File: config.mk
export PLATFORM = sky130hd
export DESIGN_NAME = sm_imem_loader
export DESIGN_NICKNAME = d
export VERILOG_FILES = /design/src/rtl/sm_imem_loader_pkg.sv /design/src/rtl/sm_loader_word_asm.sv /design/src/rtl/sm_imem_loader.sv
export SDC_FILE = /design/constraint.sdc
export NUM_CORES = 1
export LEC_CHECK = 0
export ABC_AREA = 0
export CORE_ASPECT_RATIO = 1.5
export CORE_MARGIN = 2
export CORE_UTILIZATION = 40
export CTS_CLUSTER_SIZE = 8
export DETAILED_ROUTE_END_ITERATION = 10
export PLACE_DENSITY = 0.69
export REMOVE_ABC_BUFFERS = 1
export SYNTH_ARGS = -nofsm -noshare
export SYNTH_HDL_FRONTEND = slang
export SYNTH_HIERARCHICAL = 1
export SYNTH_SLANG_ARGS = --single-unit
export TNS_END_PERCENT = 5
File: constraint.sdc
create_clock -name clk -period 2.2 [get_ports clk]
set_clock_uncertainty 0.1 [all_clocks]
set_input_delay 0.55 -clock clk [delete_from_list [all_inputs] [get_ports clk]]
set_output_delay 0.55 -clock clk [all_outputs]
set_load 0.02 [all_outputs]
File: src/rtl/sm_imem_loader_pkg.sv
// Shared constants and FSM state encoding for the schoolMIPS instruction-memory loader.
package sm_imem_loader_pkg;

   localparam logic [7:0] SYNC_BYTE = 8'hA5;

   typedef enum logic [2:0] {
      S_IDLE   = 3'd0,
      S_CNT_LO = 3'd1,
      S_CNT_HI = 3'd2,
      S_DATA   = 3'd3,
      S_CHK    = 3'd4,
      S_ERR    = 3'd5
   } state_e;

endpackage

File: src/rtl/sm_loader_word_asm.sv
// Little-endian word assembler: shifts bytes in from the top and pulses o_word_valid
// for one cycle after the fourth byte of a word has been accepted.
module sm_loader_word_asm
   import sm_imem_loader_pkg::*;
(
   input  logic        clk,
   input  logic        rst_n,
   input  logic        i_clr,
   input  logic        i_valid,
   input  logic [7:0]  i_byte,
   output logic        o_cnt_max,
   output logic        o_word_valid,
   output logic [31:0] o_word
);

   logic [1:0]  r_cnt;
   logic [31:0] r_word;
   logic        r_word_valid;

   always_ff @(posedge clk or negedge rst_n) begin
      if (!rst_n) begin
         r_cnt        <= 2'd0;
         r_word       <= 32'd0;
         r_word_valid <= 1'b0;
      end else begin
         r_word_valid <= 1'b0;
         if (i_clr) begin
            r_cnt  <= 2'd0;
            r_word <= 32'd0;
         end else if (i_valid) begin
            // After four shifts the first byte has moved down to [7:0].
            r_word       <= {i_byte, r_word[31:8]};
            r_cnt        <= r_cnt + 2'd1;
            r_word_valid <= (r_cnt == 2'd3);
         end
      end
   end

   assign o_cnt_max    = (r_cnt == 2'd3);
   assign o_word_valid = r_word_valid;
   assign o_word       = r_word;

endmodule

File: src/rtl/sm_imem_loader.sv
// Framed byte-stream loader for the schoolMIPS instruction memory; holds the CPU in reset while
// loading. Define SM_LOADER_CHECKSUM_EN to expect a trailing XOR checksum byte after the data.
module sm_imem_loader
   import sm_imem_loader_pkg::*;
#(
   parameter int AW       = 8,
   parameter int AUTO_RUN = 0
) (
   input  logic          clk,
   input  logic          rst_n,
   input  logic          rx_valid,
   input  logic [7:0]    rx_data,
   output logic          rx_ready,
   output logic          imem_we,
   output logic [AW-1:0] imem_addr,
   output logic [31:0]   imem_wdata,
   output logic          cpu_rst_n,
   output logic          busy,
   output logic          err
);

   localparam logic [16:0] MAX_N = 17'd1 << AW;
`ifdef SM_LOADER_CHECKSUM_EN
   localparam state_e END_STATE = S_CHK;
`else
   localparam state_e END_STATE = S_IDLE;
`endif

   state_e        r_state;
   state_e        w_next;
   logic          w_acc;
   logic          w_sync;
   logic          w_data_byte;
   logic          w_word_done;
   logic          w_last_word;
   logic          w_frame_done;
   logic [15:0]   w_n;
   logic [AW:0]   w_idx_inc;
   logic          w_cnt_max;
   logic          w_word_valid;
   logic [31:0]   w_word;
   logic [7:0]    r_cnt_lo;
   logic [AW:0]   r_count;
   logic [AW:0]   r_idx;
   logic [AW-1:0] r_addr;
   logic          r_ready;
   logic          r_busy;
   logic          r_err;
   logic          r_cpu_rst_n;
`ifdef SM_LOADER_CHECKSUM_EN
   logic [7:0]    r_csum;
`endif

   assign w_acc        = rx_valid & r_ready;
   assign w_n          = {rx_data, r_cnt_lo};
   assign w_sync       = w_acc && (r_state == S_IDLE) && (rx_data == SYNC_BYTE);
   assign w_data_byte  = w_acc && (r_state == S_DATA);
   assign w_word_done  = w_data_byte && w_cnt_max;
   // Index and count are AW+1 bits wide so that N = 2**AW is representable and nothing wraps.
   assign w_idx_inc    = r_idx + {{AW{1'b0}}, 1'b1};
   assign w_last_word  = (w_idx_inc == r_count);
   assign w_frame_done = (r_state != S_IDLE) && (r_state != S_ERR) && (w_next == S_IDLE);

   sm_loader_word_asm u_word_asm (
      .clk          (clk),
      .rst_n        (rst_n),
      .i_clr        (w_sync),
      .i_valid      (w_data_byte),
      .i_byte       (rx_data),
      .o_cnt_max    (w_cnt_max),
      .o_word_valid (w_word_valid),
      .o_word       (w_word)
   );

   always_ff @(posedge clk or negedge rst_n) begin
      if (!rst_n) r_state <= S_IDLE;
      else        r_state <= w_next;
   end

   always_comb begin
      w_next = r_state;
      case (r_state)
         S_IDLE:   if (w_sync) w_next = S_CNT_LO;
         S_CNT_LO: if (w_acc) w_next = S_CNT_HI;
         S_CNT_HI: begin
            if (w_acc) begin
               if ({1'b0, w_n} > MAX_N) w_next = S_ERR;
               else if (w_n == 16'd0)   w_next = END_STATE;
               else                     w_next = S_DATA;
            end
         end
         S_DATA:   if (w_word_done && w_last_word) w_next = END_STATE;
`ifdef SM_LOADER_CHECKSUM_EN
         S_CHK:    if (w_acc) w_next = (rx_data == r_csum) ? S_IDLE : S_ERR;
`endif
         S_ERR:    w_next = S_ERR;
         default:  w_next = S_ERR;
      endcase
   end

   always_ff @(posedge clk or negedge rst_n) begin
      if (!rst_n) begin
         r_cnt_lo    <= 8'd0;
         r_count     <= '0;
         r_idx       <= '0;
         r_addr      <= '0;
         r_ready     <= 1'b0;
         r_busy      <= 1'b0;
         r_err       <= 1'b0;
         r_cpu_rst_n <= (AUTO_RUN != 0);
      end else begin
         r_ready <= (w_next != S_ERR);
         r_busy  <= (w_next == S_CNT_LO) || (w_next == S_CNT_HI) ||
                    (w_next == S_DATA)   || (w_next == S_CHK);
         r_err   <= (w_next == S_ERR);
         if (w_sync || (w_next == S_ERR)) r_cpu_rst_n <= 1'b0;
         else if (w_frame_done)           r_cpu_rst_n <= 1'b1;
         if (w_acc && (r_state == S_CNT_LO)) r_cnt_lo <= rx_data;
         if (w_acc && (r_state == S_CNT_HI)) r_count  <= w_n[AW:0];
         if (w_sync) begin
            r_idx <= '0;
         end else if (w_word_done) begin
            r_idx  <= w_idx_inc;
            r_addr <= r_idx[AW-1:0];
         end
      end
   end

`ifdef SM_LOADER_CHECKSUM_EN
   always_ff @(posedge clk or negedge rst_n) begin
      if (!rst_n)           r_csum <= 8'd0;
      else if (w_sync)      r_csum <= 8'd0;
      else if (w_data_byte) r_csum <= r_csum ^ rx_data;
   end
`endif

   assign rx_ready   = r_ready;
   assign imem_we    = w_word_valid;
   assign imem_addr  = r_addr;
   assign imem_wdata = w_word;
   assign cpu_rst_n  = r_cpu_rst_n;
   assign busy       = r_busy;
   assign err        = r_err;

endmodule
## Yosys cells after proc, flatten, opt, wreduce, memory -nomap -nowiden

Cells that the tools add are included.

- Bits in registers: 76
- Bits in latches: 0
- Memory bits (writable): 0
- Memory bits (read-only): 0
- Output and inout bits: 45
- Word-level logic and storage cells: 68
- Memories kept: 0

- Add/subtract/negate cells: 2
- $mul: 0
- Divide/modulo/power cells: 0
- Order comparisons: 1
- Equal/unequal tests: 13
- Shift-type cells: 0
- Muxes and demuxes: 17
- Bitwise gates (word level): 2
- Reduce and logical (&&, ||, !) cells: 21

Operators by type and width:

| operator | count |
|---|---|
| 32-bit 2-to-1 mux | 2 |
| 9-bit 2-to-1 mux | 2 |
| 16-bit by 9-bit > comparator with 1-bit output, second input constant | 1 |
| 16-bit zero test | 1 |
| 3-bit 2-to-1 mux | 5 |
| 3-bit by 2-bit == test with 1-bit output, second input constant | 4 |
| 3-bit case mux with 4 select lines | 1 |
| 9-bit by 1-bit adder with 9-bit output, second input constant | 1 |
| 9-bit == test | 1 |
| 1-bit logical AND | 9 |
| 8-bit == test, second input constant | 1 |
| 3-bit by 1-bit == test with 1-bit output, second input constant | 2 |
| 3-bit == test, second input constant | 2 |
| 3-bit zero test | 2 |
| 2-bit 2-to-1 mux | 3 |
| 3-bit != test, second input constant | 2 |
| 2-bit nonzero test | 3 |
| 1-bit logical OR | 4 |
| 1-bit 2-to-1 mux | 4 |
| 3-bit nonzero test | 1 |
| 2-bit by 1-bit adder with 2-bit output, second input constant | 1 |
| 2-bit == test, second input constant | 1 |
| 2-bit AND reduction | 1 |
| 1-bit bitwise AND | 1 |
| 1-bit NOT | 1 |

## Longest topological paths before layout

- Depth after elaboration: 10
- Gate-level depth with buffers: 8
- Mapped depth without buffers: 7

## Hierarchy

Netlist, hierarchy kept.

Modules (own cells, without submodules):

| module | times used | cells an instance | area an instance (µm²) |
|---|---|---|---|
| sm_imem_loader | 1 | 199 | 2031.9 |
| sm_loader_word_asm | 1 | 114 | 1456.4 |

## Worst setup path after synthesis

OpenSTA, ideal clock, no wires.

- Path kind: register to register
- Start point: reg r_idx[0]
- End point: reg r_state[1]
- Setup time: 0.139 ns
- Arrival: 1.715 ns
- Data required time: 1.961 ns
- Setup slack: 0.246 ns
- Cell stages (with the launch flop): 8
- Path buffers: 0
- Clock period less this slack: 1.954 ns
- Cell sequence: dfrtp_1 ha_1 nand3_4 or3_1 a21oi_1 nor3_1 nor4_2 o22ai_1

- Longest elaborated chain between the ends: 5

Ends and longest elaborated chain:

| item | line | text |
|---|---|---|
| start: declaration | sm_imem_loader.sv:44 | `logic [AW:0] r_idx;` |
| start signal: assignment | sm_imem_loader.sv:123 | `r_idx <= w_idx_inc;` |
| 9-bit by 1-bit adder with 9-bit output | sm_imem_loader.sv:60 | `assign w_idx_inc = r_idx + {{AW{1'b0}}, 1'b1};` |
| 9-bit == test | sm_imem_loader.sv:61 | `assign w_last_word = (w_idx_inc == r_count);` |
| 1-bit logical AND | sm_imem_loader.sv:92 | `S_DATA: if (w_word_done && w_last_word) w_next = END_STATE;` |
| 3-bit 2-to-1 mux | sm_imem_loader.sv:92 |  |
| 3-bit case mux with 4 select lines | sm_imem_loader.sv:82 | `case (r_state)` |
| net w_next[1] | sm_imem_loader.sv:30 | `state_e w_next;` |
| end signal: assignment | sm_imem_loader.sv:77 | `else r_state <= w_next;` |
| end: declaration | sm_imem_loader.sv:29 | `state_e r_state;` |

The timed path passes the listed nets, and every way through them passes these cells.
A chain may end at the register's enable or synchronous reset.

## Worst setup path after layout

- Start point: in rx_valid
- End point: reg r_cpu_rst_n, in the netlist cpu_rst_n

- Longest elaborated chain between the ends: 9

Ends and longest elaborated chain:

| item | line | text |
|---|---|---|
| start: declaration | sm_imem_loader.sv:11 | `input logic rx_valid,` |
| 1-bit bitwise AND * | sm_imem_loader.sv:54 | `assign w_acc = rx_valid & r_ready;` |
| 1-bit logical AND | sm_imem_loader.sv:57 | `assign w_data_byte = w_acc && (r_state == S_DATA);` |
| 1-bit logical AND | sm_imem_loader.sv:58 | `assign w_word_done = w_data_byte && w_cnt_max;` |
| 1-bit logical AND | sm_imem_loader.sv:92 |  |
| 3-bit 2-to-1 mux | sm_imem_loader.sv:92 |  |
| 3-bit case mux with 4 select lines | sm_imem_loader.sv:82 |  |
| 3-bit == test or 3-bit zero test (tied branches) | sm_imem_loader.sv:116, sm_imem_loader.sv:62 |  |
| 1-bit logical OR or 1-bit logical AND (tied branches) | sm_imem_loader.sv:116, sm_imem_loader.sv:62 |  |
| 1-bit 2-to-1 mux or 2-bit nonzero test (tied branches) | n/a |  |
| end signal: assignment | sm_imem_loader.sv:110 | `r_cpu_rst_n <= (AUTO_RUN != 0);` |
| end: declaration | sm_imem_loader.sv:49 | `logic r_cpu_rst_n;` |

Mark *: on every way between the ends. The rest lies on a longest branch, timed or not.

==> flow_metrics.tcl <==
set metrics [dict create \
    clk_pin_slew_worst_paths_ns 0.06 \
    die_h_microns 118 \
    cp.arrival_ns 2.29 \
    core_area_sq_um 8460 \
    ys_types 47 \
    numClockSinks 76 \
    hp-class "reg2reg" \
    ant_nets 0 \
    gp_congestion 0.832 \
    ys_seq_area_frac 0.545 \
    drv_cap 0 \
    fin_crit_sh 0.962 \
    cpMostUsedCell "nand3_1" \
    ios 56 \
    swShare 0.348 \
    overflow 0 \
    synth_warnings 6 \
    cts_inserted_buffers 9 \
    power.density_nw_per_um2 1370 \
    synthCells 313 \
    grt_pass1_wl_microns 12800 \
    root_buffer "clkbuf_16" \
    rsz0062_at_grt "no" \
    via_count 2612 \
    die_area_sq_um 9500 \
    worst_slew_pin_slew_ns 0.390 \
    crit_start "rx_valid" \
    ys_ff_latch 76 \
    reg2reg_to "cpu_rst_n" \
    antenna_found_initial 0 \
    regArea_sq_um 1900 \
    pwr-share-comb 0.378 \
    synth-main-ff-cell "dfrtp_1" \
    slew_violations 0 \
    critPathCaptureType "register" \
    cp_cell_sequence "clkdlybuf4s50_1 -> and2_1 -> nand3_1 -> nor4_1 -> nand3_1 -> o31ai_2 -> a31o_1" \
    drcViolationCount 0 \
    reg2regPathDepth 7 \
    status "completed" \
    p_leak_nw 2.01 \
    switching_power_mw 2.22 \
    syn_to_final_growth_pct 34.1 \
    ir_worst_vdd_mv 0.818 \
    cp.required_ns 2.37 \
    grt_pass1_vias 2691 \
    syn_area_per_cell_sq_um 11.1 \
    gr-usage-all-layers 0.173 \
    routed_wl_microns 7480 \
    wl_per_cell_microns 14.7 \
    synth_area_leaders "dfrtp_1, mux2i_1, mux2_2" \
    h-tree-depth 3 \
    num_antenna_cells 0 \
    fin_crit_ns 2.12 \
    nets 408 \
    fp-row-count 41 \
    dp_slack_ns -0.452 \
    finalSetupViolCount 0 \
    clkLatencyLatePin_ns 0.34 \
    fin_ws_ns 0.0845 \
    start_util 0.412 \
    syn-cell-area_sq_um 3490 \
    slew_headroom 0.738 \
    layout-drive-gt1-share 0.195 \
    clk_path_buf_depth 2 \
    critPathKind "in2reg" \
    r2r_slack_ns 0.15 \
    internal_power_mw 4.16 \
    multi_input_comb_area_sq_um 1490 \
    port_buffers 55 \
    crit_slowest_cell "clkdlybuf4s50_1" \
    p_clk_frac 0.251 \
    crit_path_max_fanout 2 \
    drtIter0Drc 148 \
    async_flop_share 1.00 \
    layout_commonest_cell "dfrtp_1" \
    yosys.area.top_type "dfrtp_1" \
    fp.dieW_microns 80.3 \
    grt_max_degree 66 \
    mostFrequentLayoutCells "dfrtp_1, clkdlybuf4s50_1, nand2_1" \
    cpPeakStageDelay_ns 0.47 \
    hold_viol 0 \
    seq_power_share 0.371 \
    yosysTopAreaCellShare 0.545 \
    crit_end "cpu_rst_n" \
    vias_per_cell 5.15 \
    clock.fmax_mhz 473 \
    synth_edf_count 0 \
    cts_tree "yes" \
    utilization 0.553 \
    start_kind "input port" \
    place_hpwl_microns 5140 \
    fillers 725 \
    reg2reg_from "r_idx[0]" \
    dr.pass1.iters 4 \
]
[Yosys cell counts (2+ instances only)]
cell type   n
ha_1        2
buf_12      3
mux2_2     17
buf_2       4
and3_1      2
nor4_1      4
xor2_1      3
inv_1       2
nor3_2      2
a21oi_1     3
mux2i_1    34
nand3_1     5
nand4_1     2
dfrtp_1    76
nor2_1     43
nor3_1      3
clkbuf_1    6
a21o_1      3
xnor2_1    11
o21ai_0    13
o31ai_1     2
nand2_1    48
[through the flow]
step	setup TNS, ns	hold WS [ns]	std cells	power, mW	instance area, sq um
after floorplan	-41.94	0.154	298	3.65	3370
after global placement	-9.40	0.345	489	4.74	4310
after detailed placement	-10.06	0.352	489	4.79	4310
after CTS	0	0.380	506	6.43	4650
after global routing	0	0.402	507	6.76	4680
final	0	0.373	507	6.38	4680
[metal layers]
| layer | GRT usage | vias to the layer above | wire length [microns] |
|---|---|---|---|
| met4 | 0.0858 | 0 | 179 |
| met5 | 0 | - | 0 |
| met3 | 0.0382 | 16 | 286 |
| li1 | - | 1235 | - |
| met2 | 0.291 | 66 | 3890 |
| met1 | 0.204 | 1295 | 3120 |
[critical path, delay by kind of cell]
family / cells / cell delay, ns
AO/OA/AOI/OAI: 2 / 0.47
buffers and inverters: 1 / 0.47
AND/OR/NAND/NOR: 4 / 0.81
[cells by family (layout without fill, tap and decap cells)]
logic type	Yosys count	count (layout)	synth area share
AND/OR/NAND/NOR	122	122	0.165
flip-flops	76	76	0.545
multiplexers	51	51	0.152
AO/OA/AOI/OAI	30	30	0.0545
buffers and inverters	17	104	0.0362
XOR/XNOR	15	15	0.0398
adder cells (fa/ha/maj)	2	2	0.00717
[flip-flops by register name, indices dropped and copies added (netlist names), 2 cells and up]
| name | cells |
|---|---|
| u_word_asm/o_word | 32 |
| r_state | 3 |
| r_idx | 9 |
| r_count | 9 |
| imem_addr | 8 |
| r_cnt_lo | 8 |
| u_word_asm/r_cnt | 2 |
[how the worst min path moves through the flow]
stage                       from                     to  slack (ns)  cells past startpoint
floorplan                  rst_n                   busy        0.15                      0
CTS                 imem_addr[6]           imem_addr[6]        0.38                      2
finish              imem_addr[7]           imem_addr[7]        0.37                      2
detailed placement         rst_n  u_word_asm/o_word[12]        0.35                      1
global placement           rst_n  u_word_asm/o_word[12]        0.34                      1
global route        imem_addr[6]           imem_addr[6]        0.40                      2
[final cells by class]
type,instances,area share
Sequential cell,76,0.407
Multi-Input combinational cell,220,0.318
Tap cell,107,0.0286
Clock inverter,7,0.0214
Inverter,2,0.00161
Timing Repair Buffer,86,0.176
Clock buffer,9,0.0482
[power groups by stage]
stage	combinational [mW]	clock [mW]	sequential (mW)
detailed placement	2.40	0	2.39
global placement	2.37	0	2.37
global route	2.62	1.67	2.46
finish	2.41	1.60	2.37
CTS	2.43	1.62	2.38
floorplan	0.890	0	2.76
[what timing repair did]
action,CTS,global route
pin swaps,0,5
resized for setup,2,4
buffers inserted,0,1
hold endpoints to repair,11,0
endpoints found under the setup margin,2,7
hold buffers,1,0
No activity file was read; power rests on OpenSTA's default activity.
